<file path="config.mk">
export PLATFORM = sky130hd
export DESIGN_NAME = message_serializer_flat
export DESIGN_NICKNAME = d
export VERILOG_FILES = /design/src/rtl/message_serializer_pkg.sv /design/src/rtl/message_serializer_if.sv /design/src/rtl/message_shift_register.sv /design/src/rtl/message_serializer.sv /design/src/flat_wrapper.sv
export SDC_FILE = /design/constraint.sdc
export NUM_CORES = 1
export LEC_CHECK = 0
export CAP_MARGIN = 5
export CORE_MARGIN = 1.5
export CORE_UTILIZATION = 58
export CTS_CLUSTER_SIZE = 40
export DETAILED_ROUTE_END_ITERATION = 10
export GPL_TIMING_DRIVEN = 0
export PLACE_DENSITY = 0.83
export SKIP_CTS_REPAIR_TIMING = 1
export SLEW_MARGIN = 10
export SYNTH_ARGS = -nofsm -noshare
export SYNTH_HDL_FRONTEND = slang
export SYNTH_SLANG_ARGS = --single-unit
</file>
<file path="constraint.sdc">
create_clock -name clk -period 4.6 [get_ports clk]
set_input_delay 0.92 -clock clk [delete_from_list [all_inputs] [get_ports clk]]
set_output_delay 0.92 -clock clk [all_outputs]
set_load 0.02 [all_outputs]
</file>
<file path="src/rtl/message_serializer_pkg.sv">
// rtl/message_serializer_pkg.sv - shared types and helpers for the message serializer
// The CHECKSUM state exists only when SERIALIZER_CHECKSUM_EN is defined.
package message_serializer_pkg;

  localparam logic [7:0] START_BYTE_DEFAULT = 8'hA5;
  localparam int         MAX_MSG_LENGTH     = 256;

  typedef enum logic [2:0] {
    S_IDLE,
    S_START,
    S_PAYLOAD,
`ifdef SERIALIZER_CHECKSUM_EN
    S_CHECKSUM,
`endif
    S_DONE
  } ser_state_t;

  // XOR of the low num_bytes bytes of msg, i.e. all payload bytes of a message.
  function automatic logic [7:0] xor_bytes(input logic [MAX_MSG_LENGTH-1:0] msg,
                                           input int num_bytes);
    logic [7:0] acc;
    acc = 8'h00;
    for (int k = 0; k < MAX_MSG_LENGTH / 8; k++) begin
      if (k < num_bytes) acc = acc ^ msg[8*k +: 8];
    end
    return acc;
  endfunction

endpackage

</file>
<file path="src/rtl/message_serializer_if.sv">
// rtl/message_serializer_if.sv - byte stream between the serializer and the UART transmitter
interface message_serializer_if;

  logic       byte_valid;
  logic [7:0] byte_data;
  logic       byte_ready;

  modport master (output byte_valid, output byte_data, input byte_ready);
  modport slave  (input byte_valid, input byte_data, output byte_ready);

endinterface

</file>
<file path="src/rtl/message_shift_register.sv">
// rtl/message_shift_register.sv - message holding register, parallel load and shift-left-by-8
module message_shift_register #(
  parameter int WIDTH = 48
) (
  input  logic             clk,
  input  logic             rst,
  input  logic             load,
  input  logic [WIDTH-1:0] load_data,
  input  logic             shift,
  output logic [7:0]       top_byte
);

  logic [WIDTH-1:0] sr;

  always_ff @(posedge clk) begin
    if (rst) begin
      sr <= '0;
    end else if (load) begin
      sr <= load_data;
    end else if (shift) begin
      sr <= sr << 8;
    end
  end

  assign top_byte = sr[WIDTH-1 -: 8];

endmodule

</file>
<file path="src/rtl/message_serializer.sv">
// rtl/message_serializer.sv - frames a message as START_BYTE, payload MSB-first, optional XOR checksum
// SERIALIZER_CHECKSUM_EN appends the checksum byte after the payload.
module message_serializer
  import message_serializer_pkg::*;
#(
  parameter int         MSG_LENGTH = 48,
  parameter logic [7:0] START_BYTE = START_BYTE_DEFAULT
) (
  input  logic                  clk,
  input  logic                  rst,
  input  logic                  send_data,
  input  logic [MSG_LENGTH-1:0] tx_data,
  output logic                  data_sent,
  output logic                  busy,
  message_serializer_if.master  bus
);

  localparam int NUM_BYTES = MSG_LENGTH / 8;
  localparam int CNT_W     = $clog2(NUM_BYTES + 1);
  localparam logic [CNT_W-1:0] LAST_IDX = CNT_W'(NUM_BYTES - 1);

  ser_state_t            state, state_n;
  logic [CNT_W-1:0]      cnt, cnt_n;
  logic                  send_q;
  logic                  send_rise;
  logic                  pend_valid;
  logic [MSG_LENGTH-1:0] pend_data;
  logic                  load, shift, take_pend;
  logic [MSG_LENGTH-1:0] load_data;
  logic [7:0]            top_byte;
  logic                  byte_valid_c;
  logic [7:0]            byte_data_c;

  assign send_rise = send_data & ~send_q;

  message_shift_register #(.WIDTH(MSG_LENGTH)) u_shift (
    .clk       (clk),
    .rst       (rst),
    .load      (load),
    .load_data (load_data),
    .shift     (shift),
    .top_byte  (top_byte)
  );

`ifdef SERIALIZER_CHECKSUM_EN
  logic [7:0] checksum;

  always_ff @(posedge clk) begin
    if (rst || load) begin
      checksum <= 8'h00;
    end else if (shift) begin
      checksum <= checksum ^ top_byte;
    end
  end
`endif

  always_ff @(posedge clk) begin
    if (rst) begin
      state      <= S_IDLE;
      cnt        <= '0;
      send_q     <= 1'b0;
      pend_valid <= 1'b0;
      pend_data  <= '0;
    end else begin
      state  <= state_n;
      cnt    <= cnt_n;
      send_q <= send_data;
      // Only one request may wait behind the active frame; later ones are dropped.
      if (take_pend) begin
        pend_valid <= 1'b0;
      end else if (send_rise && byte_valid_c && !pend_valid) begin
        pend_valid <= 1'b1;
        pend_data  <= tx_data;
      end
    end
  end

  always_comb begin
    state_n      = state;
    cnt_n        = cnt;
    load         = 1'b0;
    load_data    = tx_data;
    shift        = 1'b0;
    take_pend    = 1'b0;
    byte_valid_c = 1'b0;
    byte_data_c  = 8'h00;
    data_sent    = 1'b0;
    case (state)
      S_IDLE: begin
        if (send_rise) begin
          load    = 1'b1;
          state_n = S_START;
        end
      end
      S_START: begin
        byte_valid_c = 1'b1;
        byte_data_c  = START_BYTE;
        if (bus.byte_ready) begin
          cnt_n   = '0;
          state_n = S_PAYLOAD;
        end
      end
      S_PAYLOAD: begin
        byte_valid_c = 1'b1;
        byte_data_c  = top_byte;
        if (bus.byte_ready) begin
          shift = 1'b1;
          cnt_n = cnt + CNT_W'(1);
          if (cnt == LAST_IDX) begin
`ifdef SERIALIZER_CHECKSUM_EN
            state_n = S_CHECKSUM;
`else
            state_n = S_DONE;
`endif
          end
        end
      end
`ifdef SERIALIZER_CHECKSUM_EN
      S_CHECKSUM: begin
        byte_valid_c = 1'b1;
        byte_data_c  = checksum;
        if (bus.byte_ready) state_n = S_DONE;
      end
`endif
      S_DONE: begin
        data_sent = 1'b1;
        // Back-to-back frames skip IDLE so the link never idles with work queued.
        if (pend_valid) begin
          load      = 1'b1;
          load_data = pend_data;
          take_pend = 1'b1;
          state_n   = S_START;
        end else if (send_rise) begin
          load    = 1'b1;
          state_n = S_START;
        end else begin
          state_n = S_IDLE;
        end
      end
      default: state_n = S_IDLE;
    endcase
  end

  assign busy           = (state != S_IDLE);
  assign bus.byte_valid = byte_valid_c;
  assign bus.byte_data  = byte_data_c;

endmodule
</file>
<file path="src/flat_wrapper.sv">
// flat-port wrapper written by rule: the top's interface ports become plain ports
module message_serializer_flat import message_serializer_pkg::*;
#(
  parameter int         MSG_LENGTH = 48,
  parameter logic [7:0] START_BYTE = START_BYTE_DEFAULT
)
  (clk, rst, send_data, tx_data, data_sent, busy, bus_byte_valid, bus_byte_data, bus_byte_ready);
  message_serializer_if bus_i ();
  input  logic clk;
  input  logic rst;
  input  logic send_data;
  input  logic [MSG_LENGTH-1:0] tx_data;
  output logic data_sent;
  output logic busy;
  output wire logic [$bits(bus_i.byte_valid)-1:0] bus_byte_valid;
  output wire logic [$bits(bus_i.byte_data)-1:0] bus_byte_data;
  input wire logic [$bits(bus_i.byte_ready)-1:0] bus_byte_ready;
  assign bus_byte_valid = bus_i.byte_valid;
  assign bus_byte_data = bus_i.byte_data;
  assign bus_i.byte_ready = bus_byte_ready;
  message_serializer #(.MSG_LENGTH(MSG_LENGTH), .START_BYTE(START_BYTE)) u_core (.clk(clk), .rst(rst), .send_data(send_data), .tx_data(tx_data), .data_sent(data_sent), .busy(busy), .bus(bus_i));
endmodule
</file>
==> results of run 1 <==
[kinds of logic after synthesis]
logic type	share of synthesized area, %
buffers and inverters	7.02
muxes	0.389
adders and majority gates	1.46
AOI/OAI and AO/OA	27.8
and+or+nand+nor	23.3
DFF	40.1
[per-stage QoR]
stage | instances | utilization [%] | hold slack [ps] | total power [µW] | cell area [µm²]
final | 792 | 70.2 | 458 | 3210 | 6100
after CTS | 792 | 70.2 | 460 | 3190 | 6100
after floorplan | 607 | - | 432 | 2210 | 5150
after global placement | 776 | 67.9 | 438 | 2550 | 5890
after detailed placement | 776 | 67.9 | 445 | 2600 | 5890
after global routing | 792 | 70.2 | 478 | 3390 | 6100
[per-layer routing]
metal	part of all wire, %	vias up	wire (µm)	global-route usage, %
li1	-	2316	-	-
met1	43	2337	5900	37.1
met2	48	182	6580	49.3
met3	5.5	35	746	5.61
met4	2.7	0	369	10.1
met5	0	-	0	0
[report_power, final]
part	switching, µW	total (µW)	internal [µW]
sequential	145	1280	1140
combinational	767	1330	566
clock	336	594	258
total	1250	3210	1960
[layout make-up]
class	instances	area [µm²]
buffer	65	347
clock buffer	9	124
clock inverter	7	78.8
fill	707	2580
inverter	4	15.0
multi-input combinational	435	2720
sequential	103	2060
tap	108	135
timing repair buffer	61	611
[cells in the mapped netlist (all sizes together)]
cell type	count	area (µm²)
nand2	187	702
dfxtp	103	2060
a21oi	63	315
a311oi	41	503
a221oi	40	494
and3	40	250
clkbuf	35	131
buf	30	215
nor2	9	33.8
a22o	8	70.1
nand3	8	40.0
nand4	8	50.1
nor2b	7	51.3
and2	6	37.5
ha	6	75.1
inv	4	15.0
o21ai	3	18.8
mux2i	2	20.0
nand3b	2	18.8
a21bo	1	10.0
a22oi	1	7.51
and3b	1	8.76
nand2b	1	6.26
o221a	1	11.3
[final timing paths]
check                      startpoint                    end  slack [ps]  depth (start not counted)
setup / recovery      u_core.state[0]       bus_byte_data[5]        1320                          6
hold / removal    u_core.pend_data[7]    u_core.pend_data[7]         460                          2
setup reg to reg      u_core.state[0]  u_core.u_shift.sr[43]        2370                          6
hold reg to reg   u_core.pend_data[7]    u_core.pend_data[7]         460                          2
[tightest hold or removal path: cells and delay by family, from the launching register on]
family / cells / cell delay, ps
simple gates: 1 / 50
compound gates: 1 / 50
flops: 1 / 320
[flip-flops by register name (all words and copies together), names as in the netlist]
| signal | count |
|---|---|
| u_core.send_q | 1 |
| u_core.pend_data | 48 |
| u_core.u_shift.sr | 48 |
| u_core.state | 2 |
| u_core.cnt | 3 |
| u_core.pend_valid | 1 |
==> run_results.csv, run 1 <==
group,metric,value,unit
outcome,outcome,"complete, no violations",
synth,synth_nets,665,
timing,setup_slack,1320,ps
floorplan,fp.dieW,97.2,µm
global_routing,grtUsageTotal,29.1,%
detailed_routing,antenna_violating_nets_post_route,0,
detailed_routing,firstDrtPassIters,5,
timing,setup_tns,0,ps
placed_design,detailedPlace.worstSlack,1770,ps
clocking,cts_made_buffers,9,
detailed_routing,detailedRoute.firstIterationViolations,326,
pwr,total_leakage_power,0.00214,µW
synth,synth.lib_cells_used.distinct,32,
clocking,cts_htree_levels,3,
setup_path,cp_cell_sequence,"inv_1 > ha_1 > clkbuf_1 > a21oi_1 > nor2b_1 > clkdlybuf4s50_1",
clocking,cts.path.max_buffers,2,
clocking,numClockSinks,103,
clocking,tritoncts,"done",
global_routing,grt_pass1_vias,4679,
timing,min_period_over_period,71.3,%
synth,yosysSeqAreaShare,40.1,%
layout,ratio_of_cells_with_drive_above_1_in_the_final_layout,13.9,%
setup_path,slowest_delay,610,ps
placed_design,placement.io_buffers,61,
timing,period_minus_slack,3280,ps
layout,fin_nets,737,
setup_path,critPathTopFamily,"buffers and inverters",
timing,grt_setup_unrepaired,"no",
layout,layout_common_cells,"187 x nand2_1, 103 x dfxtp_1, 63 x a21oi_1, 61 x clkdlybuf4s50_1, 40 x and3_1",
synth,synthesis.yosys.warnings,0,
synth,avgSynthCellArea,8.48,µm²
timing,relSlewSlack,53.7,%
floorplan,initial_utilization,59.3,%
setup_path,path_max_fanout,10,
detailed_routing,routedWlPerCell,17.2,µm
pwr,vdd_drop_max,0.272,mV
synth,post_synthesis_cells,607,
placed_design,dp_hpwl,10000,µm
layout,layout.cells.most_common,"nand2_1",
placed_design,routabilityCongestion,0.893,
floorplan,io_pins,63,
clocking,clk_pin_slew,100,ps
setup_path,critical_path_required,3680,ps
hold_path,worstHoldPathType,"flop to flop",
setup_path,cell_with_the_largest_stage_delay_on_the_worst_path,"clkdlybuf4s50_1",
detailed_routing,drc,0,
floorplan,die_area,0.00945,mm²
setup_path,worstSetupStartpointType,"flop",
timing,hold_viol_final,0,
setup_path,worst-path-buf-inv,3,
setup_path,end_kind,"primary output",
detailed_routing,totalWireLength,13600,µm
synth,synth_seq_cells,103,
timing,timing.final.max_slew_violations,0,
run,max_cap_violations,0,
detailed_routing,post_drt_via_cell_ratio,6.15,
timing,tightestPinTransition,694,ps
timing,finalClockSkew,8.29,ps
timing,setup_viol,0,
global_routing,maximum_number_of_pins_on_one_net_before_global_route_repair,19,
clocking,worstSkewPairLatency,370,ps
clocking,cts_root_buf,"clkbuf_8",
layout,syn_to_final_growth,18.4,%
setup_path,timing_worst_setup_path_type,"flop to primary output",
floorplan,die_h,97.2,µm
synth,syn-cell-area,0.00515,mm²
floorplan,row_count,34,
floorplan,coreArea,0.00868,mm²
timing,max_freq,305,MHz
setup_path,critPathArrivalTime,2360,ps
detailed_routing,vias,4870,
global_routing,grt_pass1_wl,22600,µm
global_routing,antenna_found_initial,0,
layout,insertedDiodeCount,0,
global_routing,overflow,0,
pwr,power-per-cell-area,527,mW/mm²
Power figures use the tool's default switching activity.
==> run 2, diff against run 1 <==
--- a/config.mk
+++ b/config.mk
@@ -7,11 +7,11 @@
 export LEC_CHECK = 0
 export CAP_MARGIN = 5
 export CORE_MARGIN = 1.5
-export CORE_UTILIZATION = 58
+export CORE_UTILIZATION = 56
 export CTS_CLUSTER_SIZE = 40
 export DETAILED_ROUTE_END_ITERATION = 10
 export GPL_TIMING_DRIVEN = 0
-export PLACE_DENSITY = 0.83
+export PLACE_DENSITY = 0.8
 export SKIP_CTS_REPAIR_TIMING = 1
 export SLEW_MARGIN = 10
 export SYNTH_ARGS = -nofsm -noshare
==> constraint.sdc (replaced) <==
create_clock -name clk -period 3.3 [get_ports clk]
set_input_delay 0.66 -clock clk [delete_from_list [all_inputs] [get_ports clk]]
set_output_delay 0.66 -clock clk [all_outputs]
set_load 0.02 [all_outputs]
==> run 2 against run 1 <==
Against the previous run: cell count is the same; via count shrank 2.6%; register-to-register slack lost 1300 ps; critical path type unchanged; highest routed layer unchanged; critical endpoint is now bus_byte_data[0]; clock skew grew 0.60 ps; sequential cell count is the same; clock-buffer cell count grew 2; combinational power grew 38%; critical path depth is the same; the run now ends with DRC left.
==> run_results.csv, run 2 (synthesis results as in run 1) <==
group,metric,value,unit
detailed_routing,antenna_violating_nets_post_route,0,
run,max_cap_violations,0,
setup_path,path_max_fanout,10,
clocking,cts_made_buffers,9,
timing,hold_slack,458,ps
setup_path,cp_cell_sequence,"inv_1 > ha_1 > clkbuf_1 > a21oi_1 > nor2b_1 > clkdlybuf4s50_1",
timing,setup_viol,0,
global_routing,grt_pass1_vias,4683,
clocking,numClockSinks,103,
outcome,failing_checks,"DRC",
clocking,clk_pin_slew,100,ps
pwr,vdd_drop_max,0.312,mV
global_routing,grt_pass1_wl,22500,µm
timing,setup_tns,0,ps
placed_design,placement.io_buffers,61,
setup_path,worst-path-stages,6,
timing,tightestPinTransition,729,ps
pwr,power-per-cell-area,721,mW/mm²
timing,hold_viol_final,0,
timing,max_freq,338,MHz
pwr,total_power,4380,µW
setup_path,critical_path_required,2640,ps
layout,layout_common_cells,"187 x nand2_1, 103 x dfxtp_1, 63 x a21oi_1, 61 x clkdlybuf4s50_1, 40 x and3_1",
setup_path,cell_with_the_largest_stage_delay_on_the_worst_path,"clkdlybuf4s50_1",
global_routing,maximum_number_of_pins_on_one_net_before_global_route_repair,18,
detailed_routing,drc,5,
placed_design,dp_hpwl,10000,µm
floorplan,initial_utilization,58.5,%
layout,syn_to_final_growth,18.0,%
setup_path,timing_worst_setup_path_type,"flop to primary output",
placed_design,routabilityCongestion,0.881,
floorplan,coreArea,0.00881,mm²
clocking,cts_htree_levels,3,
detailed_routing,routedWlPerCell,17.1,µm
detailed_routing,totalWireLength,13500,µm
clocking,worstSkewPairLatency,370,ps
pwr,p_seq_share,40.7,%
pwr,power_frac_comb,42.1,%
floorplan,io_pins,63,
setup_path,worstSetupStartpointType,"flop",
outcome,outcome,"complete, but fails checks",
layout,ratio_of_cells_with_drive_above_1_in_the_final_layout,13.7,%
setup_path,worst-path-buf-inv,3,
pwr,total_leakage_power,0.00214,µW
setup_path,critPathTopFamily,"buffers and inverters",
layout,fin_nets,737,
global_routing,antenna_found_initial,0,
layout,postLayoutCoreUtil,69.0,%
pwr,switching_share,38.8,%
layout,layout.cell_area.non_filler,0.00607,mm²
clocking,cts_root_buf,"clkbuf_8",
setup_path,worstRegToRegCells,7,
layout,layout.cells.most_common,"nand2_1",
layout,insertedDiodeCount,0,
clocking,tritoncts,"done",
placed_design,detailed_place.area,0.00589,mm²
timing,grt_setup_unrepaired,"no",
detailed_routing,vias,4743,
floorplan,die_area,0.00978,mm²
setup_path,end_kind,"primary output",
timing,timing.final.max_slew_violations,0,
detailed_routing,detailedRoute.firstIterationViolations,203,
floorplan,fp.dieW,98.9,µm
hold_path,hold-path-cell-count,2,
timing,relSlewSlack,51.4,%
global_routing,overflow,0,
timing,min_period_over_period,89.7,%
setup_path,slowest_delay,630,ps
pwr,power.net_switching,1700,µW
pwr,power_report.internal_total,2680,µW
pwr,clkPwrFrac,17.2,%
clocking,cts.path.max_buffers,2,
layout,biggestRegsByFlops,"u_core.pend_data: 48 flops, u_core.u_shift.sr: 48 flops, u_core.cnt: 3 flops",
detailed_routing,firstDrtPassIters,8,
detailed_routing,post_drt_via_cell_ratio,5.99,
timing,period_minus_slack,2960,ps
floorplan,row_count,34,
floorplan,die_h,98.9,µm
global_routing,grtUsageTotal,28.5,%
setup_path,critPathArrivalTime,2300,ps
timing,finalClockSkew,8.89,ps
hold_path,worstHoldPathType,"flop to flop",
[run 2: per-stage QoR]
step / std cells / worst slack [ps]
6_report: 792 / 338
5_1_grt: 792 / 162
4_1_cts: 792 / 336
3_5_place_dp: 776 / 745
3_3_place_gp: 776 / 784
2_1_floorplan: 607 / 1360
[run 2: path summary, 6_finish.rpt]
kind / startpoint / end / slack [ps]
worst max-delay path: u_core.state[0] / bus_byte_data[0] / 340
worst min-delay path: u_core.pend_data[19] / u_core.pend_data[19] / 460
worst max register to register: u_core.state[0] / u_core.u_shift.sr[21] / 1080
worst min register to register: u_core.pend_data[19] / u_core.pend_data[19] / 460
[run 2: worst register-to-register path: cells and delay by family (launching register included)]
kind | cells | cell delay (ps)
buffers and inverters | 3 | 440
AND/OR/NAND/NOR | 1 | 290
AO/OA/AOI/OAI | 2 | 520
adder cells (fa/ha/maj) | 1 | 420
flip-flops | 1 | 410
[run 2: power groups by stage]
stage / combinational [µW] / sequential [µW] / clock [µW]
after floorplan: 1350 / 1730 / 0
after global placement: 1780 / 1780 / 0
after detailed placement: 1830 / 1800 / 0
after CTS: 1840 / 1770 / 758
after global routing: 2010 / 1820 / 815
final: 1840 / 1780 / 754
[run 2: final cells by class]
cell class	count	area [µm²]
clock buffer	11	141
tap	108	135
multi-input combinational	435	2720
clock inverter	5	40.0
fill	768	2730
inverter	4	15.0
sequential	103	2060
timing repair buffer	61	611
buffer	65	347
[run 2: metal layers]
metal	routed length (µm)	track usage [%]
met5	0	0
met4	208	7.80
met3	702	5.39
met2	6650	49.7
met1	5960	36.1
==> run 3, diff against run 2 <==
--- a/config.mk
+++ b/config.mk
@@ -6,14 +6,14 @@
 export NUM_CORES = 1
 export LEC_CHECK = 0
 export CAP_MARGIN = 5
-export CORE_MARGIN = 1.5
-export CORE_UTILIZATION = 56
+export CORE_MARGIN = 5
+export CORE_UTILIZATION = 58
 export CTS_CLUSTER_SIZE = 40
 export DETAILED_ROUTE_END_ITERATION = 10
 export GPL_TIMING_DRIVEN = 0
-export PLACE_DENSITY = 0.8
+export PLACE_DENSITY = 0.83
 export SKIP_CTS_REPAIR_TIMING = 1
-export SLEW_MARGIN = 10
+export SLEW_MARGIN = 20
 export SYNTH_ARGS = -nofsm -noshare
 export SYNTH_HDL_FRONTEND = slang
 export SYNTH_SLANG_ARGS = --single-unit
==> constraint.sdc (replaced) <==
create_clock -name clk -period 3.7 [get_ports clk]
set_input_delay 0.74 -clock clk [delete_from_list [all_inputs] [get_ports clk]]
set_output_delay 0.74 -clock clk [all_outputs]
set_load 0.02 [all_outputs]
==> run 3 against run 2 <==
Against the previous run: critical path type unchanged; utilization rose by 1.7 points; the flow now finishes without violations; worst setup slack better by 310 ps; largest cell class unchanged; hold slack got worse by 1.3 ps; clock power is 13% higher.
==> run_results.csv, run 3 (synthesis results as in run 1) <==
group,metric,value,unit
detailed_routing,firstDrtPassIters,5,
detailed_routing,detailedRoute.firstIterationViolations,335,
hold_path,hold_path_end,"u_core.pend_data[8]",
pwr,clkPwrFrac,20.7,%
floorplan,die_area,0.0109,mm²
timing,tightestPinTransition,722,ps
setup_path,end_kind,"primary output",
placed_design,detailedPlace.worstSlack,1040,ps
run,max_cap_violations,0,
clocking,clk_pin_slew,90,ps
global_routing,maximum_number_of_pins_on_one_net_before_global_route_repair,18,
global_routing,antenna_found_initial,0,
placed_design,dp_hpwl,10300,µm
hold_path,worstHoldPathType,"flop to flop",
outcome,outcome,"complete, no violations",
setup_path,worstRegToRegCells,7,
placed_design,detailed_place.area,0.00589,mm²
timing,grt_setup_unrepaired,"no",
pwr,total_leakage_power,0.00216,µW
clocking,cts_htree_levels,3,
setup_path,r2r_slack,1540,ps
setup_path,regToRegStartpoint,"u_core.state[0]",
layout,layout.cells.most_common,"nand2_1",
clocking,worstSkewPairLatency,380,ps
layout,syn_to_final_growth,19.1,%
layout,biggestRegsByFlops,"u_core.pend_data: 48 flops, u_core.u_shift.sr: 48 flops, u_core.cnt: 3 flops",
floorplan,die_h,104,µm
layout,insertedDiodeCount,0,
floorplan,initial_utilization,59.3,%
timing,timing.final.max_slew_violations,0,
floorplan,coreArea,0.00868,mm²
clocking,numClockSinks,103,
timing,period_minus_slack,3050,ps
detailed_routing,routedWlPerCell,17.9,µm
timing,hold_viol_final,0,
pwr,power_report.internal_total,2570,µW
setup_path,cell_with_the_largest_stage_delay_on_the_worst_path,"clkdlybuf4s50_1",
setup_path,timing_worst_setup_path_type,"flop to primary output",
pwr,power-per-cell-area,671,mW/mm²
clocking,cts.path.max_buffers,2,
setup_path,worstSetupStartpointType,"flop",
global_routing,grt_pass1_vias,4645,
timing,min_period_over_period,82.5,%
floorplan,fp.dieW,104,µm
layout,fin_nets,737,
pwr,power_frac_comb,40.4,%
layout,nFillCells,703,
detailed_routing,drc,0,
setup_path,worst_r2r_endpoint,"u_core.u_shift.sr[22]",
placed_design,routabilityCongestion,0.847,
clocking,cts_root_buf,"clkbuf_8",
pwr,power.net_switching,1540,µW
setup_path,worst-path-buf-inv,3,
clocking,cts_made_buffers,9,
layout,layout.cell_area.non_filler,0.00613,mm²
global_routing,overflow,0,
placed_design,placement.io_buffers,61,
detailed_routing,antenna_violating_nets_post_route,0,
timing,relSlewSlack,51.9,%
hold_path,hold-path-cell-count,2,
setup_path,path_max_fanout,10,
hold_path,hold_start,"u_core.pend_data[8]",
pwr,vdd_drop_max,0.286,mV
layout,layout_common_cells,"187 x nand2_1, 103 x dfxtp_1, 63 x a21oi_1, 61 x clkdlybuf4s50_1, 40 x and3_1",
global_routing,grtUsageTotal,25.3,%
pwr,p_seq_share,38.9,%
clocking,tritoncts,"done",
global_routing,grt_pass1_wl,22800,µm
floorplan,io_pins,63,
layout,ratio_of_cells_with_drive_above_1_in_the_final_layout,13.8,%
timing,setup_tns,0,ps
detailed_routing,vias,4897,
setup_path,cp_cell_sequence,"inv_1 > ha_1 > clkbuf_1 > a21oi_1 > nor2b_1 > clkdlybuf4s50_1",
layout,postLayoutCoreUtil,70.7,%
setup_path,slowest_delay,620,ps
timing,setup_viol,0,
timing,max_freq,328,MHz
timing,setup_slack,648,ps
detailed_routing,post_drt_via_cell_ratio,6.19,
detailed_routing,totalWireLength,14200,µm
setup_path,critical_path.startpoint,"u_core.state[0]",
floorplan,row_count,34,
setup_path,critPathArrivalTime,2310,ps
setup_path,critPathTopFamily,"buffers and inverters",
pwr,switching_share,37.5,%
setup_path,critical_path_required,2960,ps
timing,finalClockSkew,11.0,ps
[run 3: changes by cell type in the layout (fill, tap and decap cells not counted), sizes merged]
cell	delta
bufinv	+3
clkbuf	-2
clkinv	-2
clkinvlp	+1
inv	-1
[run 3: metal layers]
metal	track usage, %	share of wire (%)	up-vias
li1	-	-	2312
met1	31.6	42	2347
met2	42.5	49	205
met4	9.53	2.3	0
met5	0	0	-
met3	5.52	6.7	33
[run 3: how the worst max path moves through the flow]
| stage | endpoint | depth (start not counted) |
|---|---|---|
| after floorplan | bus_byte_data[0] | 3 |
| after global routing | bus_byte_data[7] | 6 |
| after global placement | bus_byte_data[2] | 6 |
| after CTS | bus_byte_data[0] | 6 |
| after detailed placement | u_core.pend_data[43] | 7 |
| final | bus_byte_data[0] | 6 |
[run 3: power groups by stage]
stage / clock [µW] / combinational (µW) / sequential, µW
finish: 852 / 1660 / 1600
global placement: 0 / 1580 / 1600
floorplan: 0 / 1210 / 1550
CTS: 862 / 1640 / 1590
detailed placement: 0 / 1630 / 1610
global route: 906 / 1800 / 1620
[run 3: layout make-up]
| class | count | area [µm²] | area share, % |
|---|---|---|---|
| Multi-Input combinational cell | 435 | 2720 | 44.4 |
| Tap cell | 108 | 135 | 2.20 |
| Buffer | 65 | 347 | 5.65 |
| Inverter | 4 | 15.0 | 0.245 |
| Sequential cell | 103 | 2060 | 33.6 |
| Clock buffer | 9 | 124 | 2.02 |
| Clock inverter | 6 | 115 | 1.88 |
| Timing Repair Buffer | 61 | 611 | 9.96 |
[run 3: through the flow]
step                total power (µW)  hold WS [ps]  std cells
finish                          4110           457        791
global route                    4320           472        791
CTS                             4090           459        791
detailed placement              3240           444        776
global placement                3170           438        776
floorplan                       2750           432        607
[run 3: tightest hold or removal path: cells and delay by family, from the launching register on]
family	cells	cell delay [ps]
AO/OA/AOI/OAI	1	50
AND/OR/NAND/NOR	1	50
flip-flops	1	320
